**src/rtl/uart_tx_core.sv**
```systemverilog
// UART transmit engine: 8N1/8N2 framing, LSB first; tx goes low on the accept edge, done pulses in the frame's last clock.
// Inputs are sampled only at frame accept (tx_start & full in IDLE) and ignored while busy; one idle clock separates frames.
module uart_tx_core #(
    parameter int OVERSAMPLE = 16,
    parameter int DVSR_W     = 11
) (
    input  logic              i_clk,
    input  logic              i_rst_n,
    input  logic [7:0]        i_data_in,
    input  logic [DVSR_W-1:0] i_dvsr,
    input  logic              i_tx_start,
    input  logic              i_full,
    input  logic              i_snum,
    output logic              o_tx,
    output logic              o_tx_busy,
    output logic              o_tx_done
);

    localparam int BC_W = (OVERSAMPLE > 1) ? $clog2(OVERSAMPLE) : 1;
    localparam logic [BC_W-1:0] BC_LAST = BC_W'(OVERSAMPLE - 1);

    typedef enum logic [1:0] {IDLE, START, DATA, STOP} state_t;

    state_t            r_state;
    logic [7:0]        r_shift;
    logic [DVSR_W-1:0] r_dvsr_q;
    logic [DVSR_W-1:0] r_cnt;
    logic [BC_W-1:0]   r_bcnt;
    logic [2:0]        r_idx;
    logic              r_snum_q;
    logic              r_stop_idx;
    logic              r_tx;
    logic              r_busy;
    logic              r_done;

    logic              w_active;
    logic              w_tick;
    logic              w_bit_end;
    logic              w_accept;
    logic              w_last_stop;
    logic              w_done_nxt;
    logic [DVSR_W-1:0] w_cnt_nxt;
    logic [BC_W-1:0]   w_bcnt_nxt;

    always_comb begin
        w_active    = (r_state != IDLE);
        w_tick      = w_active && (r_cnt == r_dvsr_q);
        w_bit_end   = w_tick && (r_bcnt == BC_LAST);
        w_accept    = (r_state == IDLE) && i_tx_start && i_full;
        w_last_stop = (r_state == STOP) && (r_stop_idx == r_snum_q);

        w_cnt_nxt = r_cnt + 1'b1;
        if (!w_active || w_tick) begin
            w_cnt_nxt = '0;
        end

        w_bcnt_nxt = r_bcnt;
        if (!w_active) begin
            w_bcnt_nxt = '0;
        end else if (w_tick) begin
            w_bcnt_nxt = (r_bcnt == BC_LAST) ? '0 : r_bcnt + 1'b1;
        end

        // Registered done must lead the final tick by one clock: raise it when
        // the next cycle's counters will hold the last tick of the last stop bit.
        w_done_nxt = w_last_stop && !w_bit_end &&
                     (w_bcnt_nxt == BC_LAST) && (w_cnt_nxt == r_dvsr_q);
    end

    always_ff @(posedge i_clk or negedge i_rst_n) begin
        if (!i_rst_n) begin
            r_state    <= IDLE;
            r_shift    <= '0;
            r_dvsr_q   <= '0;
            r_cnt      <= '0;
            r_bcnt     <= '0;
            r_idx      <= '0;
            r_snum_q   <= 1'b0;
            r_stop_idx <= 1'b0;
            r_tx       <= 1'b1;
            r_busy     <= 1'b0;
            r_done     <= 1'b0;
        end else begin
            r_cnt  <= w_cnt_nxt;
            r_bcnt <= w_bcnt_nxt;
            r_done <= w_done_nxt;
            case (r_state)
                IDLE: begin
                    if (w_accept) begin
                        r_shift    <= i_data_in;
                        r_dvsr_q   <= i_dvsr;
                        r_snum_q   <= i_snum;
                        r_idx      <= '0;
                        r_stop_idx <= 1'b0;
                        r_tx       <= 1'b0;
                        r_busy     <= 1'b1;
                        r_state    <= START;
                    end
                end
                START: begin
                    if (w_bit_end) begin
                        r_tx    <= r_shift[0];
                        r_idx   <= '0;
                        r_state <= DATA;
                    end
                end
                DATA: begin
                    if (w_bit_end) begin
                        r_shift <= {1'b0, r_shift[7:1]};
                        if (r_idx == 3'd7) begin
                            r_tx       <= 1'b1;
                            r_stop_idx <= 1'b0;
                            r_state    <= STOP;
                        end else begin
                            r_idx <= r_idx + 1'b1;
                            r_tx  <= r_shift[1];
                        end
                    end
                end
                STOP: begin
                    if (w_bit_end) begin
                        if (r_stop_idx == r_snum_q) begin
                            r_busy  <= 1'b0;
                            r_state <= IDLE;
                        end else begin
                            r_stop_idx <= 1'b1;
                        end
                    end
                end
                default: begin
                    r_state <= IDLE;
                end
            endcase
        end
    end

    assign o_tx      = r_tx;
    assign o_tx_busy = r_busy;
    assign o_tx_done = r_done;

endmodule

```
**config.mk**
```make
export PLATFORM = sky130hd
export DESIGN_NAME = uart_tx_core
export DESIGN_NICKNAME = d
export VERILOG_FILES = /design/src/rtl/uart_tx_core.sv
export SDC_FILE = /design/constraint.sdc
export NUM_CORES = 1
export LEC_CHECK = 0
export CAP_MARGIN = 25
export CORE_MARGIN = 2
export CORE_UTILIZATION = 40
export DETAILED_ROUTE_END_ITERATION = 10
export GPL_TIMING_DRIVEN = 0
export SYNTH_ARGS = -nofsm -noshare
export SYNTH_HDL_FRONTEND = slang
export SYNTH_SLANG_ARGS = --single-unit
```
**constraint.sdc**
```tcl
create_clock -name i_clk -period 3.2 [get_ports i_clk]
set_input_delay 0.64 -clock i_clk [delete_from_list [all_inputs] [get_ports i_clk]]
set_output_delay 0.64 -clock i_clk [all_outputs]
set_load 0.02 [all_outputs]
```
-- Yosys cells after proc, flatten, opt, wreduce, memory -nomap -nowiden
Cells that the tools add are included.
- add/subtract/negate cells: 3
- equal/unequal tests: 17
- reduce and logical (&&, ||, !) cells: 24
- multiplexer cells: 33
- operator list (cell ; number):
    $eq 11x11->1 ; 2
    $mux 8 ; 2
    $pmux 8 s2 ; 1
    $ne 2x2->1 const B ; 7
    $mux 2 ; 6
    $mux 3 ; 4
    $mux 4 ; 3
    $reduce_and 6->1 ; 2
    $add 11x1->11 const B ; 1
    $mux 1 ; 11
    $mux 11 ; 1
    $pmux 3 s3 ; 1
    $eq 4x4->1 const B ; 2
    $logic_and 1x1->1 ; 8
    $pmux 2 s4 ; 1
    $reduce_and 4->1 ; 2
    $pmux 1 s3 ; 2
    $reduce_bool 2->1 ; 3
    $reduce_bool 3->1 ; 2
    $reduce_and 5->1 ; 1
    $add 4x1->4 const B ; 1
    $eq 2x2->1 const B ; 2
    $add 3x1->3 const B ; 1
    $eq 3x3->1 const B ; 1
    9 further kinds ; 10
- register bits: 44
- input bits: 24
- output and inout bits: 3
- word-level logic and storage cells: 88

-- Depth between registers and ports, before layout
Gate-level depths: netlist (run 1).
- depth after elaboration: 7
- mapped depth: 9
- depth with buffers taken out: 9

-- Least setup slack after synthesis (run 1)
No wires, ideal clock.
- path kind: register -> register
- from: register r_cnt[7]
- to: register r_done (netlist: o_tx_done)
- data arrival time: 2.114 ns
- library setup time: 0.096 ns
- path slack: 0.990 ns
- data required time: 3.104 ns
- path buffers: 1
- period minus slack after synthesis: 2.210 ns
- cell stages (with the launch flop): 9
- cell sequence: dfrtp_1 xor2_1 or3_4 nor3_4 buf_6 nor2_4 a221oi_2 o2111ai_1 nor4_2
- cells in the longest elaborated chain, start to end: 7
- elaborated cells on any way between the ends: 14
- classes of those cells: add/sub: 1; eq/ne: 3; mux: 3; reduce/logical: 7
- ends and longest elaborated chain (item ; RTL line ; RTL):
    start: declaration ; 27 ; logic [DVSR_W-1:0] r_cnt;
    start signal: assignment ; 84 ; r_cnt <= w_cnt_nxt;
    branches (longest 6 deep; another with $add 11x1->11) ; n/a ;
    $logic_and 1x1->1 (*) ; 67 ; (w_bcnt_nxt == BC_LAST) && (w_cnt_nxt == r_dvsr_q);
    net w_done_nxt ; 41 ; logic w_done_nxt;
    end signal: assignment ; 86 ; r_done <= w_done_nxt;
    end: declaration ; 34 ; logic r_done;
Mark *: on every way through the listed nets, which the timed path passes.
A chain may end at the register's enable or synchronous reset.

-- Worst setup path after layout (run 1)
Ends and elaborated chain as after synthesis.

==> impl_results.md, run 1 <==
* Status: finished clean
* Area share of the largest cell type after synthesis at around 44%
* Mapped Cells at 237
* Pins Over Slew Limit at 0
* Hold_buf cts at 0
* R2R Path Start: r_cnt[7]$_DFF_PN0_
* Crit-path slowest cell: dfrtp_1
* Synth Warn # at 0
* Clk sinks at 44
* CP required at about 3400 ps
* Final WL at 5030 um
* Most frequent cells in the layout: 43 x dfrtp_1, 25 x clkdlybuf4s50_1, 22 x nor2_1, 20 x nand2_1
* Worst Path Arrival at 2690 ps
* Final nets at 305
* # placed instances at 339
* Routed vias at around 1.8k
* Buffers on Ports at 26
* Placer Congestion at 0.831
* Startpoint types: flip-flop
* Fill cell count at 580
* HP Class: primary input to asynchronous set/reset pin
* Clock buffer count from CTS at 5
* Hold Fails Final Rpt at 0
* Core area at 5960 sq um
* First-pass GRT wire length at 8600 um
* Worst-case reg-to-reg path depth at 8
* Total track usage at ~17%
* Seq/Total Area, Yosys at 44.7%
* Initial Utilization at 41.4%
* Pin count of the biggest net entering global routing at 39
* Worst path cell trace: xor2_1, or3_4, nor3_4, buf_6, nor2_4, a221oi_2, o2111ai_1, nor4_2
* WS Path Type: flip-flop to flip-flop
* Netlist cell types at 47
* Achievable Freq at about 400 MHz
* CTS resizes at 0
* Die W at 82.5 um
* Critical Path End Type: flip-flop
* DR vias/cell at 5.24
* Yosys top cell by area: dfrtp_1
* Most common flop cell mapped by yosys: dfrtp_1
* Post-CTS Setup Inserts at 0
* Max-Cap Viols at 0
* Fin cells at 347
* Share of cells above drive strength 1 at a little over an eighth
* Slew HR at 57.8%
* Die area at 6810 sq um
* TritonCTS clock tree: done
* Worst clock skew at around 4.8 ps
* Clk_lat worst skew at 300 ps
* I/O pin cnt at 27
* Global route overflow at 0
* Critical path fanouts, max at 10
* PwrDens at about 360 nW/um^2
* Post-synth EDFFs at 0
* CTS Buffer Depth at 2
* First drt pass iteration count at 4
* Slowest stage delay, CP at 440 ps
* Final Cycle Share at 77.4%
* Root Buffer: clkbuf_8
* Worst-path clk slew at 90 ps
* Worst r2r dst: o_tx_done$_DFF_PN0_
* DR DRC count at 0
* Leakage at 1.39 nW
* Fin crit period at approximately 2500 ps
* Detail Placement HPWL at 3770 um
* Post-route ant nets at 0
* Setup TNS at 0 ps
* Max VDD drop at 0.000214 V
* Top cells by area, synth: dfrtp_1 44%, mux2_2 6.8%, xnor2_1 5.3%
* Setup violators final at 0
* Number of global-route vias before repair at 1772
* # diodes at 0
* Mapped Nets at about 270
* Syn Std Cell Area at 2470 sq um
* Yosys reg bits at 44
* Die height at approximately 83 um
* Ys async rst share at 100%
* Most common cell after layout, fill and taps aside: dfrtp_1
* DR iter-0 viols at 104
* Row Count at 28
* RSZ-0062 raised after global routing: false
* Worst-margin pin slew at 624 ps
* Mapped Avg Cell Area at about 10 sq um
* Worst R2R Setup Slack at between 700 and 800 ps
* Synth-to-Final Area Change at 19.9%
* Avg WL per Cell at roughly 15 um
* H-tree level count at 2
* Initial antenna violation count at 0
[worst max-delay path, delay by kind of cell, from the launching register on]
family	cells	cell delay [ps]
AND/OR/NAND/NOR	4	1120
flip-flops	1	440
XOR/XNOR	1	200
buffers and inverters	1	220
AO/OA/AOI/OAI	2	400
[cells by family (layout without fill, tap and decap cells)]
family	Yosys count	in the layout	synth area share, %
AOI/OAI and AO/OA	36	36	10.1
xor gates and xnor gates	26	26	9.23
adders and majority gates	10	10	5.07
buffers and inverters	20	55	3.80
DFF	44	44	44.7
muxes	28	28	12.1
and+or+nand+nor	73	73	14.9
[cell type report]
class | instances | area, sq um | area share, %
inverter | 11 | 41.3 | 1.40
timing repair buffer | 27 | 275 | 9.31
clock inverter | 2 | 38.8 | 1.31
buffer | 9 | 52.6 | 1.78
sequential | 44 | 1100 | 37.3
multi-input combinational | 173 | 1270 | 43.0
clock buffer | 6 | 82.6 | 2.79
tap | 75 | 93.8 | 3.17
[synthesized netlist by cell type (6+ instances only)]
| cell | number |
|---|---|
| nor3_1 | 7 |
| dfrtp_1 | 43 |
| nor2_1 | 22 |
| a21oi_1 | 6 |
| clkbuf_1 | 6 |
| inv_1 | 11 |
| nand4_1 | 7 |
| xnor2_1 | 15 |
| ha_1 | 10 |
| mux2i_1 | 13 |
| nand2_1 | 20 |
| xor2_1 | 11 |
| nand3_1 | 7 |
| mux2_2 | 15 |
| o21ai_0 | 9 |
[where the power goes]
group	switching, mW	internal (mW)	leakage [nW]
Clock	0.197	0.255	0.0614
Sequential	0	0.555	0.597
Combinational	0.0153	0.0266	0.734
Total	0.212	0.837	1.39
[metal layers]
metal	vias to the layer above	track usage [%]	wire, um
li1	904	-	-
met5	-	0	0
met3	8	2.50	151
met2	35	24.8	2290
met4	0	5.57	82
met1	870	24.7	2510
[worst max path at each step]
stage | startpoint | to | slack [ps] | depth (start not counted)
final | r_cnt[7]$_DFF_PN0_ | o_tx_done$_DFF_PN0_ | 720 | 8
after global routing | r_cnt[7]$_DFF_PN0_ | r_idx[0]$_DFFE_PN0P_ | 530 | 7
after CTS | r_cnt[7]$_DFF_PN0_ | o_tx_done$_DFF_PN0_ | 710 | 8
after detailed placement | i_tx_start | r_shift[5]$_DFFE_PN0P_ | 700 | 6
after global placement | i_rst_n | r_state[1]$_DFFE_PN0P_ | 230 | 1
after floorplan | r_cnt[7]$_DFF_PN0_ | o_tx_done$_DFF_PN0_ | 990 | 8
[flip-flops by register name (all words and copies together) (netlist names)]
register and cells:
r_snum_q 1, r_shift 8, r_bcnt 4, r_cnt 11, o_tx_busy 1, r_dvsr_q 11, r_idx 3, o_tx_done 1
r_state 2, o_tx 1, r_stop_idx 1
[metrics by stage]
stage,worst slack (ps),power [mW],cell area [sq um],hold slack (ps),util [%]
3_5_place_dp,701,0.609,2840,475,47.6
5_1_grt,527,1.09,2960,159,49.6
6_report,722,1.05,2960,169,49.6
3_3_place_gp,228,0.608,2820,463,47.4
2_1_floorplan,990,0.567,2470,344,-
4_1_cts,711,1.07,2960,160,49.6
Power figures use the tool's default switching activity.
==> run 2, diff against run 1 <==
clock period = 2.4 ns   (was 3.2 ns; I/O delays follow)
==> impl_results.md, run 2 (synthesized netlist as in run 1, its figures left out) <==
* # diodes at 0 (unchanged)
* Power consumption at 1.40 mW (+34%)
* First-pass GRT wire length at 8640 um (+0.40%)
* Core area at 5960 sq um (unchanged)
* Die area at 6810 sq um (unchanged)
* Clk sinks at 44 (unchanged)
* Max-Cap Viols at 0 (unchanged)
* Final WL at 5190 um (+3.1%)
* Row Count at 28 (unchanged)
* Synth-to-Final Area Change at 24.6%
* Setup TNS at 0 ps (unchanged)
* Cell area after layout at 3070 sq um (+3.9%)
* Critical path fanouts, max at 7 (-3)
* Hold Fails Final Rpt at 0 (unchanged)
* WS Path Type: flip-flop to flip-flop
* Final Cycle Share at 95.4% (+18 points)
* Clk_lat worst skew at 300 ps (about the same)
* Root Buffer: clkbuf_8
* Max VDD drop at 0.000285 V (+33%)
* Number of global-route vias before repair at 1779 (+0.40%)
* Buffers on Ports at 26 (unchanged)
* CP required at 2610 ps (-800 ps)
* Total track usage at 16.7% (+0.092 points)
* TritonCTS clock tree: done
* Achievable Freq at 437 MHz (+8.2%)
* Share of cells above drive strength 1 at 19.0% (+5.8 points)
* Fin crit period at 2290 ps (-187 ps)
* Setup violators final at 0 (unchanged)
* I/O pin cnt at 27 (unchanged)
* Routed vias at 1858 (+2.3%)
* Detail Placement HPWL at 3770 um (unchanged)
* H-tree level count at 2 (unchanged)
* CTS Buffer Depth at 2 (unchanged)
* Pin count of the biggest net entering global routing at 39 (unchanged)
* Final core utilization at 51.6% (+2.0 points)
* Status: finished clean
* Avg WL per Cell at 14.7 um (+1.0%)
* GR Util met2 at 24.8% (+0.081 points)
* Worst Path Arrival at 2500 ps (-190 ps)
* Top flop regs: r_cnt: 11 flops, r_dvsr_q: 11 flops, r_shift: 8 flops
* Global route overflow at 0 (unchanged)
* DR iter-0 viols at 94 (-9.6%)
* Met3 Use GR at 2.50% (unchanged)
* Initial Utilization at 41.4% (unchanged)
* Placer Congestion at 0.831 (unchanged)
* Clock buffer count from CTS at 5 (unchanged)
* Critical Path End Type: flip-flop
* Initial antenna violation count at 0 (unchanged)
* PwrDens at 456 nW/um^2 (+29%)
* Most common cell after layout, fill and taps aside: dfrtp_1
* Post-route ant nets at 0 (unchanged)
* DR DRC count at 0 (unchanged)
* Worst-path clk slew at 90 ps (about the same)
* DR vias/cell at 5.25 (+0.23%)
* Worst clock skew at 6.15 ps (+1.31 ps)
* Worst-margin pin slew at 591 ps (-32.3 ps)
* Die W at 82.5 um (unchanged)
* Final nets at 312 (+2.3%)
* Most frequent cells in the layout: 41 x dfrtp_1, 25 x clkdlybuf4s50_1, 21 x nor2_1, 20 x nand2_1
* GRT met1 Usage at 24.8% (+0.14 points)
* Die height at 82.5 um (unchanged)
* First drt pass iteration count at 4 (unchanged)
* HP Class: flip-flop to flip-flop
* Slew HR at 60.6% (+2.8 points)
* Leakage at 1.43 nW (+2.4%)
* Gr busiest metal: met1
* Pins Over Slew Limit at 0 (unchanged)
* Placed cell areas at 2840 sq um (unchanged)
* Startpoint types: flip-flop
==> run 2: metrics by stage <==
step | setup slack [ps] | hold WS, ps | std cells
3_5_place_dp | -62.5 | 329 | 339
2_1_floorplan | 190 | 184 | 237
4_1_cts | 7.58 | 0.229 | 349
6_report | 110 | 486 | 354
5_1_grt | -4.67 | 511 | 354
3_3_place_gp | -412 | 463 | 338
==> run 2: worst max-delay path, cell delays in order, from the launching register on <==
cell	delay [ps]
dfrtp_2	480
xor2_1	180
or3_4	370
nor3_4	290
buf_6	180
nor2_4	30
a221oi_2	230
o2111ai_1	170
nor4_2	270
==> run 2: layer usage <==
layer | up-vias | wire length (um)
li1 | 917 | -
met1 | 891 | 2560
met2 | 44 | 2380
met3 | 6 | 179
met4 | 0 | 74
met5 | - | 0
==> run 2: report_power, final <==
part	switching (mW)	internal, mW
sequential	0	0.741
clock	0.264	0.341
combinational	0.0208	0.0365
total	0.285	1.12
==> run 2: timing repair <==
action,CTS,global route
resized for setup,1,14
hold buffers,0,1
setup buffers,2,5
setup endpoints to repair,2,10
endpoints found under the hold margin,0,3
pin swaps,1,3
==> run 2: final timing paths <==
kind                                              from                 endpoint  slack [ps]  depth (start not counted)
max in group asynchronous                      i_rst_n         o_tx$_DFFE_PN1P_        1340                          3
worst max register to register      r_cnt[0]$_DFF_PN0_      o_tx_done$_DFF_PN0_         110                          8
min in group asynchronous                      i_rst_n  r_dvsr_q[2]$_DFFE_PN0P_         550                          2
worst min register to register  r_shift[6]$_DFFE_PN0P_   r_shift[6]$_DFFE_PN0P_         490                          2
worst max-delay path                r_cnt[0]$_DFF_PN0_      o_tx_done$_DFF_PN0_         110                          8
worst min-delay path            r_shift[6]$_DFFE_PN0P_   r_shift[6]$_DFFE_PN0P_         490                          2
==> run 2: final cells by class <==
cell class,instances,area [sq um]
flip-flops and latches,44,1100
fillers,570,2880
repair buffers,35,338
clock inverters,2,38.8
well taps,75,93.8
inverters,11,41.3
clock buffers,6,82.6
plain buffers,8,50.0
multi-input cells,173,1320
==> run 3, diff against run 2 <==
CORE_ASPECT_RATIO = 0.75   (was not set)
==> impl_results.md, run 3 (synthesized netlist as in run 1, its figures left out) <==
* Post-route ant nets at 0 (unchanged)
* DR DRC count at 0 (unchanged)
* Avg WL per Cell at 14.9 um (+1.7%)
* Die area at 6820 sq um (about the same)
* Status: finished clean
* TritonCTS clock tree: done
* DR iter-0 viols at 182 (+94%)
* Worst-margin pin slew at 690 ps (+98.3 ps)
* Buffers on Ports at 26 (unchanged)
* Final core utilization at 52.0% (+0.44 points)
* Sequential power share at 52.9% (about the same)
* DR vias/cell at 5.23 (-0.29%)
* Clock buffer count from CTS at 5 (unchanged)
* Core area at 5890 sq um (-1.2%)
* Most frequent cells in the layout: 42 x dfrtp_1, 25 x clkdlybuf4s50_1, 22 x nor2_1, 20 x nand2_1
* Row Count at 24 (-14%)
* Max VDD drop at 0.000302 V (+6.0%)
* Max-Cap Viols at 0 (unchanged)
* Fill cell count at 539 (-5.4%)
* Critical Path End Type: flip-flop
* Met2 routed WL at 2140 um (-9.8%)
* Startpoint types: flip-flop
* Hold Fails Final Rpt at 0 (unchanged)
* Initial Utilization at 41.9% (+0.49 points)
* Global route overflow at 0 (unchanged)
* First drt pass iteration count at 4 (unchanged)
* Achievable Freq at 443 MHz (+1.5%)
* Internal power at 1.12 mW (-0.10%)
* Final WL at 5310 um (+2.3%)
* HP Class: primary input to asynchronous set/reset pin
* Die W at 94.7 um (+15%)
* # diodes at 0 (unchanged)
* Critical path fanouts, max at 6 (-1)
* Pin count of the biggest net entering global routing at 36 (-7.7%)
* I/O pin cnt at 27 (unchanged)
* Root Buffer: clkbuf_8
* Most common cell after layout, fill and taps aside: dfrtp_1
* CTS Buffer Depth at 2 (unchanged)
* PwrDens at 457 nW/um^2 (+0.26%)
* RSZ-0062 raised after global routing: false
* Placer Congestion at 0.822 (-1.1%)
* Delay-heaviest family, CP: simple AND/OR/NAND/NOR gates
* Worst path cell trace: xor2_1, or3_4, nor3_4, buf_6, buf_4, mux2i_1, a21oi_1, nor4_2
* Crit-path slowest cell: dfrtp_1
* First-pass GRT wire length at 8920 um (+3.3%)
* Final Cycle Share at 94.1% (-1.4 points)
* H-tree level count at 2 (unchanged)
* Slowest stage delay, CP at 430 ps (-50 ps)
* WP buf/inv at 2 (+1)
* Number of global-route vias before repair at 1733 (-2.6%)
* Die height at 72 um (-13%)
* Hold_buf cts at 0 (unchanged)
* Initial antenna violation count at 0 (unchanged)
* Metal3 WL at 208 um (+16%)
* Worst-path clk slew at 90 ps (about the same)
* Synth-to-Final Area Change at 24.2%
* Met1 Wirelength at 2910 um (+14%)
* Comb power frac at 4.0% (about the same)
* Routed vias at 1863 (+0.27%)
* WS Path Type: flip-flop to flip-flop
* Pins Over Slew Limit at 0 (unchanged)
* Top flop regs: r_cnt: 11 flops, r_dvsr_q: 11 flops, r_shift: 8 flops
* CP required at 2610 ps (about the same)
* Clk sinks at 44 (unchanged)
* Setup TNS at 0 ps (unchanged)
* Setup violators final at 0 (unchanged)
* Worst Path Arrival at 2460 ps (-40 ps)
* Fin crit period at 2260 ps (-32.8 ps)
* Total track usage at 17.1% (+0.41 points)
* Detail Placement HPWL at 3890 um (+3.1%)
* Slew HR at 53.3% (-7.3 points)
* Leakage at 1.43 nW (about the same)
* Clk_lat worst skew at 300 ps (about the same)
* Worst clock skew at 8.64 ps (+2.48 ps)
* Final nets at 311 (-0.32%)
* Switching part of the total at 20.3% (+0.025 points)
* Share of cells above drive strength 1 at 18.3% (-0.65 points)
* Clock power frac at 43.1% (about the same)
* Top layer reached by signal wires: met4
* Sw Pwr at 285 uW (about the same)
==> run 3: worst reg2reg max path: stages, from the launching register on <==
cell,delay [ps]
dfrtp_1,430
xor2_1,200
or3_4,400
nor3_4,260
buf_6,170
buf_4,150
mux2i_1,190
a21oi_1,100
nor4_2,260
==> run 3: cell type report <==
cell class,instances,area [sq um],area share [%]
Multi-Input combinational cell,173,1320,43.1
Sequential cell,44,1100,36.0
Timing Repair Buffer,34,328,10.7
Tap cell,78,97.6,3.19
Clock buffer,6,82.6,2.70
Buffer,8,50.0,1.63
Inverter,11,41.3,1.35
Clock inverter,2,38.8,1.27
==> run 3: metrics by stage <==
stage	power, mW	hold WS, ps	worst slack [ps]	instance area [sq um]	std cells
final	1.40	33.7	142	3060	356
after global routing	1.46	41.5	2.25	3060	356
after CTS	1.42	39.6	9.29	2980	352
after detailed placement	0.813	369	-120	2840	342
after global placement	0.811	465	-487	2820	341
after floorplan	0.757	184	190	2470	237
==> run 3: worst paths after layout <==
path                                     endpoint                   start  depth (start not counted)  slack [ps]
max                           o_tx_done$_DFF_PN0_      r_cnt[7]$_DFF_PN0_                          8         140
min                           r_bcnt[2]$_DFF_PN0_                 i_rst_n                          1          30
max reg2reg                   o_tx_done$_DFF_PN0_      r_cnt[7]$_DFF_PN0_                          8         140
min reg2reg                r_shift[2]$_DFFE_PN0P_  r_shift[2]$_DFFE_PN0P_                          2         480
max in group asynchronous      r_cnt[0]$_DFF_PN0_                 i_rst_n                          2        1890
min in group i_clk         r_shift[2]$_DFFE_PN0P_  r_shift[2]$_DFFE_PN0P_                          2         480
==> run 3: power groups by stage <==
stage | Sequential [mW] | Combinational, mW | Clock, mW
floorplan | 0.756 | 0.000903 | 0
global placement | 0.756 | 0.0553 | 0
detailed placement | 0.755 | 0.0581 | 0
CTS | 0.741 | 0.0582 | 0.619
global route | 0.741 | 0.0619 | 0.658
finish | 0.741 | 0.0563 | 0.604
==> run 3: layer usage <==
metal  global-route usage (%)  up-vias
li1                         -      914
met1                     27.7      903
met2                     22.5       42
met3                     3.74        4
met4                     5.31        0
met5                        0        -
==> run 3: repair_timing <==
item / CTS / global route
buffers inserted: 2 / 5
gates cloned: 0 / 0
setup endpoints to repair: 2 / 10
pin swaps: 1 / 2
resized for setup: 1 / 10
